[src/rtl/mmio_arbiter.sv]
// mmio_arbiter: shares the MMIO peripheral bus between the CPU data port (m0)
// and the debug/DMA port (m1). One transaction in flight at a time, all
// outputs registered. Optional macro MMIO_ARB_TIMEOUT_EN adds an abort after
// TIMEOUT_CYCLES consecutive mmio_wait cycles; without it err outputs are 0.
module mmio_arbiter #(
  parameter int FIXED_PRIO     = 0,
  parameter int TIMEOUT_CYCLES = 255
) (
  input  logic        clk,
  input  logic        rst,
  input  logic        m0_req,
  input  logic        m0_we,
  input  logic        m0_byte_select,
  input  logic        m0_byte_enable,
  input  logic [15:0] m0_addr,
  input  logic [15:0] m0_wdata,
  output logic        m0_ack,
  output logic [15:0] m0_rdata,
  output logic        m0_err,
  input  logic        m1_req,
  input  logic        m1_we,
  input  logic        m1_byte_select,
  input  logic        m1_byte_enable,
  input  logic [15:0] m1_addr,
  input  logic [15:0] m1_wdata,
  output logic        m1_ack,
  output logic [15:0] m1_rdata,
  output logic        m1_err,
  output logic        mmio_en,
  output logic        mmio_write_enable,
  output logic        mmio_byte_select,
  output logic        mmio_byte_enable,
  output logic [15:0] mmio_addr,
  output logic [15:0] mmio_data_in,
  input  logic [15:0] mmio_data_out,
  input  logic        mmio_wait
);

  typedef enum logic [1:0] {IDLE, ACCESS, READ, DONE} state_t;

  state_t      state_q, state_d;
  logic        gnt_q, gnt_d;       // 0 = m0 granted, 1 = m1 granted
  logic        last_q, last_d;     // port served most recently
  logic        we_q, we_d;
  logic        en_q, en_d;
  logic        wen_q, wen_d;
  logic        bs_q, bs_d;
  logic        be_q, be_d;
  logic [15:0] addr_q, addr_d;
  logic [15:0] wdata_q, wdata_d;
  logic        m0_ack_q, m0_ack_d;
  logic        m1_ack_q, m1_ack_d;
  logic [15:0] m0_rdata_q, m0_rdata_d;
  logic [15:0] m1_rdata_q, m1_rdata_d;
  logic        win;

`ifdef MMIO_ARB_TIMEOUT_EN
  localparam logic [15:0] TMO_LAST = 16'(TIMEOUT_CYCLES - 1);
  logic [15:0] tmo_cnt_q, tmo_cnt_d;
  logic        m0_err_q, m0_err_d;
  logic        m1_err_q, m1_err_d;
  assign m0_err = m0_err_q;
  assign m1_err = m1_err_q;
`else
  logic unused_timeout;
  assign unused_timeout = (TIMEOUT_CYCLES != 0);
  assign m0_err = 1'b0;
  assign m1_err = 1'b0;
`endif

  // Winner when both request: m0 under fixed priority, else the port not served last.
  assign win = (m0_req && m1_req) ? ((FIXED_PRIO != 0) ? 1'b0 : ~last_q) : m1_req;

  // Next-state, bus field and response computation.
  always_comb begin
    state_d    = state_q;
    gnt_d      = gnt_q;
    last_d     = last_q;
    we_d       = we_q;
    en_d       = en_q;
    wen_d      = wen_q;
    bs_d       = bs_q;
    be_d       = be_q;
    addr_d     = addr_q;
    wdata_d    = wdata_q;
    m0_ack_d   = 1'b0;
    m1_ack_d   = 1'b0;
    m0_rdata_d = m0_rdata_q;
    m1_rdata_d = m1_rdata_q;
`ifdef MMIO_ARB_TIMEOUT_EN
    tmo_cnt_d  = tmo_cnt_q;
    m0_err_d   = 1'b0;
    m1_err_d   = 1'b0;
`endif
    case (state_q)
      IDLE: begin
        if (m0_req || m1_req) begin
          gnt_d   = win;
          we_d    = win ? m1_we : m0_we;
          bs_d    = win ? m1_byte_select : m0_byte_select;
          be_d    = win ? m1_byte_enable : m0_byte_enable;
          addr_d  = win ? m1_addr : m0_addr;
          wdata_d = win ? m1_wdata : m0_wdata;
          en_d    = 1'b1;
          wen_d   = win ? m1_we : m0_we;
          state_d = ACCESS;
`ifdef MMIO_ARB_TIMEOUT_EN
          tmo_cnt_d = 16'h0000;
`endif
        end
      end
      ACCESS: begin
        if (mmio_wait) begin
`ifdef MMIO_ARB_TIMEOUT_EN
          if (tmo_cnt_q == TMO_LAST) begin
            // Peripheral stuck: abandon the access and report it with the ack.
            en_d    = 1'b0;
            wen_d   = 1'b0;
            state_d = DONE;
            if (gnt_q) begin
              m1_ack_d   = 1'b1;
              m1_err_d   = 1'b1;
              m1_rdata_d = 16'h0000;
            end else begin
              m0_ack_d   = 1'b1;
              m0_err_d   = 1'b1;
              m0_rdata_d = 16'h0000;
            end
          end else begin
            tmo_cnt_d = tmo_cnt_q + 16'h0001;
          end
`endif
        end else begin
          en_d  = 1'b0;
          wen_d = 1'b0;
          if (we_q) begin
            state_d = DONE;
            if (gnt_q) m1_ack_d = 1'b1;
            else       m0_ack_d = 1'b1;
          end else begin
            state_d = READ;
          end
        end
      end
      READ: begin
        // Peripheral output is registered, so it reflects the held address now.
        state_d = DONE;
        if (gnt_q) begin
          m1_ack_d   = 1'b1;
          m1_rdata_d = mmio_data_out;
        end else begin
          m0_ack_d   = 1'b1;
          m0_rdata_d = mmio_data_out;
        end
      end
      DONE: begin
        // Requests are deliberately not sampled here to avoid double service.
        last_d  = gnt_q;
        state_d = IDLE;
      end
      default: state_d = IDLE;
    endcase
  end

  // State and output registers with asynchronous active-low reset.
  always_ff @(posedge clk or negedge rst) begin
    if (!rst) begin
      state_q    <= IDLE;
      gnt_q      <= 1'b0;
      last_q     <= 1'b1;
      we_q       <= 1'b0;
      en_q       <= 1'b0;
      wen_q      <= 1'b0;
      bs_q       <= 1'b0;
      be_q       <= 1'b0;
      addr_q     <= 16'h0000;
      wdata_q    <= 16'h0000;
      m0_ack_q   <= 1'b0;
      m1_ack_q   <= 1'b0;
      m0_rdata_q <= 16'h0000;
      m1_rdata_q <= 16'h0000;
`ifdef MMIO_ARB_TIMEOUT_EN
      tmo_cnt_q  <= 16'h0000;
      m0_err_q   <= 1'b0;
      m1_err_q   <= 1'b0;
`endif
    end else begin
      state_q    <= state_d;
      gnt_q      <= gnt_d;
      last_q     <= last_d;
      we_q       <= we_d;
      en_q       <= en_d;
      wen_q      <= wen_d;
      bs_q       <= bs_d;
      be_q       <= be_d;
      addr_q     <= addr_d;
      wdata_q    <= wdata_d;
      m0_ack_q   <= m0_ack_d;
      m1_ack_q   <= m1_ack_d;
      m0_rdata_q <= m0_rdata_d;
      m1_rdata_q <= m1_rdata_d;
`ifdef MMIO_ARB_TIMEOUT_EN
      tmo_cnt_q  <= tmo_cnt_d;
      m0_err_q   <= m0_err_d;
      m1_err_q   <= m1_err_d;
`endif
    end
  end

  assign m0_ack            = m0_ack_q;
  assign m1_ack            = m1_ack_q;
  assign m0_rdata          = m0_rdata_q;
  assign m1_rdata          = m1_rdata_q;
  assign mmio_en           = en_q;
  assign mmio_write_enable = wen_q;
  assign mmio_byte_select  = bs_q;
  assign mmio_byte_enable  = be_q;
  assign mmio_addr         = addr_q;
  assign mmio_data_in      = wdata_q;

endmodule
[config.mk]
export PLATFORM = sky130hd
export DESIGN_NAME = mmio_arbiter
export DESIGN_NICKNAME = d
export VERILOG_FILES = /design/src/rtl/mmio_arbiter.sv
export SDC_FILE = /design/constraint.sdc
export NUM_CORES = 1
export LEC_CHECK = 0
export BUFFER_PORTS_ARGS = -buffer_cell sky130_fd_sc_hd__buf_2
export CAP_MARGIN = 15
export CORE_MARGIN = 3
export CORE_UTILIZATION = 49
export DETAILED_ROUTE_END_ITERATION = 8
export PLACE_DENSITY = 0.85
export RECOVER_POWER = 25
export SYNTH_ARGS = -nofsm -noshare
export SYNTH_HDL_FRONTEND = slang
export SYNTH_SLANG_ARGS = --single-unit
[constraint.sdc]
create_clock -name clk -period 4.4 [get_ports clk]
set_clock_uncertainty 0.1 [all_clocks]
set_input_delay 0.22 -clock clk [delete_from_list [all_inputs] [get_ports clk]]
set_output_delay 0.22 -clock clk [all_outputs]
set_load 0.05 [all_outputs]
* Word-level counts from Yosys, hierarchy flattened
Index checks and enable logic that the tools add are counted.
Storage, ports and cells: bits in registers 75, logic and storage cells 53
Cells by class: equality and inequality tests 5, mux-type cells 23, bitwise logic cells 2, reduce and logical (&&, ||, !) cells 9
Operators by type and width (number):
- $mux 16 | 2
- $mux 1 | 14
- $pmux 1 s2 | 4
- $pmux 2 s4 | 1
- $reduce_and 2->1 | 4
- $eq 2x2->1 const B | 2
- $mux 2 | 2
- $ne 2x2->1 const B | 2
- $reduce_and 3->1 | 1
- $eq 2x1->1 const B | 1
- $logic_not 2->1 | 1
- $not 1->1 | 2
- $reduce_bool 2->1 | 1
- $logic_and 1x1->1 | 1
- $logic_or 1x1->1 | 1

* Depth between registers and ports, before layout
word-level depth 5, gate-level depth with buffers 6, mapped depth without buffers 5

* Least setup slack after synthesis
OpenSTA, ideal clock, no wires.
kind register to register, start point register state_q[0], end point register m0_rdata_q[10] (netlist: m0_rdata[10]), library setup time 0.125 ns, arrival 1.535 ns, slack 2.640 ns, stages on the path, launching flop included 7, cells stage by stage dfrtp_1 > inv_1 > ha_1 > nor2b_1 > buf_2 > buf_4 > mux2_2
On the way: longest elaborated chain between the ends 2
RTL lines:
- from (decl) | line 41 | state_t state_q, state_d;
- from (signal assigned) | line 188 | state_q <= state_d;
- $eq 2x2->1 | line 95 | case (state_q)
- $reduce_and 2->1 (no source line)
- to (signal assigned) | line 200 | m0_rdata_q <= m0_rdata_d;
- to (decl) | line 53 | logic [15:0] m0_rdata_q, m0_rdata_d;
Every way passes these cells. A chain may end at the register's enable or synchronous reset.

==> flow_summary.yaml <==
timing:
  tightest_slew_ps: 1810
  slew_headroom_pct: -20.4
  finalCriticalPeriod_ps: 2080
  max_freq_ghz: 0.481
  rsz0062_at_grt: "no"
  worst_slack_ps: 2320
  hold_viol_final: 0
  fin_crit_sh_pct: 47.3
  setup_viol: 0
  report.final.slew_viol_count: 76
  setup_tns_ps: 0
setup_path:
  worstPathArrival_ps: 2070
  cp_slowest_cell: "clkbuf_2"
  end_kind: "asynchronous set/reset pin"
  path_delay_family: "buffers and inverters"
  crit_buf_inv: 2
  critical_path_required_ps: 4390
  critPathLaunchType: "input port"
  critPathMaxFanout: 75
  crit_type: "in -> async"
  cp_cell_sequence: "dlygate4sd3_1, clkbuf_2"
  crit_path_max_incr_delay_ps: 1300
route:
  wl_um: 7330
  vias: 2545
  ant_nets: 0
  wl_per_cell_um: 14.5
  drtIter0Drc: 58
  dr.pass1.iters: 4
  drc_errors: 0
  vias_per_cell: 5.04
floorplanning:
  pin_count: 163
  die_width_um: 87.7
  die_h_um: 87.7
  die_area_um2: 7690
  initial_core_util_pct: 50.9
  rows: 29
  core_area_um2: 6420
cells_and_area:
  nNetsFinal: 520
  diodes: 0
  final_cell_mix: "107 x buf_2, 74 x dfrtp_1, 54 x clkbuf_1"
  finish.instance_area_um2: 4220
  layout_commonest_cell: "buf_2"
  drive_gt1_share_pct: 38.3
  syn_to_final_growth_pct: 29.1
global_route:
  grt_use_total_pct: 19.5
  grt_overflow: 0
  antenna_found_initial: 0
  grt_pass1_vias: 2563
  grt_pass1_wl_um: 11700
  grt_max_degree: 76
run:
  maxCapViolCount: 1
synthesis:
  synthCells: 263
  netlist_area_um2: 3270
  seq_area_frac_synth_pct: 57.5
  ys_types: 30
  synth_seq_cells: 75
  synth_warnings: 0
  avgSynthCellArea_um2: 12.4
clock_network:
  root_buffer: "clkbuf_8"
  cts_tree: "yes"
  clkSinkCount: 75
  cts_inserted_buffers: 9
  clock_path_buffers: 2
  hold_buffers: 1
  clk_pin_slew_ps: 70
  htree_num_levels: 3
  ctsResizeCount: 0
  postCtsSetupBuffers: 0
  clk_latency_ps: 330
hold_path:
  hp-class: "in -> reg"
placed_design:
  gp_congestion: 0.794
  place_ws_ps: 2370
  dpl_cell_area_um2: 4110
  port_buffers: 160
  hpwl_um: 5590
run_status:
  failed_checks: "capacitance limit, slew limit"
  outcome: "complete, but fails checks"
power:
  ir_drop_mv: 0.436
  leakagePower_uw: 0.00207
  powerDensity_nw_per_um2: 916
## layer usage
layer | vias up | global-route usage [%] | wire length (µm)
met5 | - | 0 | 0
met4 | 0 | 6.83 | 80
met3 | 9 | 5.17 | 662
met2 | 127 | 30.9 | 3340
met1 | 1172 | 26.0 | 3240
li1 | 1237 | - | -
## logic make-up after synthesis
family,share of synthesized area [%]
and+or+nand+nor,5.82
muxes,22.1
AOI/OAI and AO/OA,8.81
other,0.115
adders and majority gates,2.30
buffers and inverters,3.41
DFF,57.5
## through the flow
step / cells / hold WS [ps] / power (µW) / utilization, %
after floorplan: 264 / -176 / 2960 / -
after detailed placement: 488 / 321 / 3500 / 63.9
after global placement: 488 / 310 / 3440 / 63.9
after CTS: 505 / 13.7 / 3960 / 66.7
after global routing: 505 / 17.7 / 4100 / 65.7
final: 505 / 35.9 / 3860 / 65.7
## flip-flops by register name, summed over array words and instances (netlist names)
register and count:
we_q 1, m1_rdata 16, mmio_data_in 16, mmio_write_enable 1, m0_ack 1, last_q 1, mmio_byte_select 1, mmio_byte_enable 1
mmio_addr 16, mmio_en 1, m1_ack 1, gnt_q 1, m0_rdata 16, state_q 2
## where the power goes
| group | switching (µW) | internal, µW | total (µW) |
|---|---|---|---|
| Sequential | 189 | 1040 | 1230 |
| Combinational | 1640 | 540 | 2180 |
| Clock | 235 | 220 | 454 |
## path summary, 6_finish.rpt
kind | slack (ps) | startpoint | cells after the start | end
min in group asynchronous | 830 | rst | 2 | m0_rdata[1]
hold reg to reg | 380 | mmio_addr[12] | 2 | mmio_addr[12]
setup / recovery | 2320 | rst | 2 | mmio_data_in[15]
hold / removal | 40 | mmio_data_out[3] | 2 | m1_rdata[3]
setup reg to reg | 2400 | last_q | 4 | mmio_addr[8]
max in group clk | 2400 | last_q | 4 | mmio_addr[8]
## synth_stat cells (all sizes together)
master,instances,area (µm²)
conb,1,3.75
a21oi,4,20.0
a31oi,1,6.26
a22o,1,8.76
o2bb2ai,1,8.76
buf,9,77.6
or3b,1,8.76
o211ai,1,7.51
inv,2,7.51
mux2,33,372
o41ai,1,16.3
nand2,38,145
mux2i,35,350
nor2b,2,12.5
a21boi,1,11.3
a211oi,1,7.51
ha,6,75.1
nor3b,2,15.0
clkbuf,7,26.3
a22oi,1,7.51
dfrtp,74,1850
nor2,1,3.75
dfstp,1,26.3
nand3,1,5.00
o21ai,38,194
## cell type report
cell class	count	area [µm²]
Fill cell	545	2200
Tap cell	77	96.3
Timing Repair Buffer	164	768
Clock inverter	4	26.3
Clock buffer	12	145
Multi-Input combinational cell	171	1300
Sequential cell	75	1880
Inverter	2	7.51
Note: power is estimated with default switching activity, not from simulation.
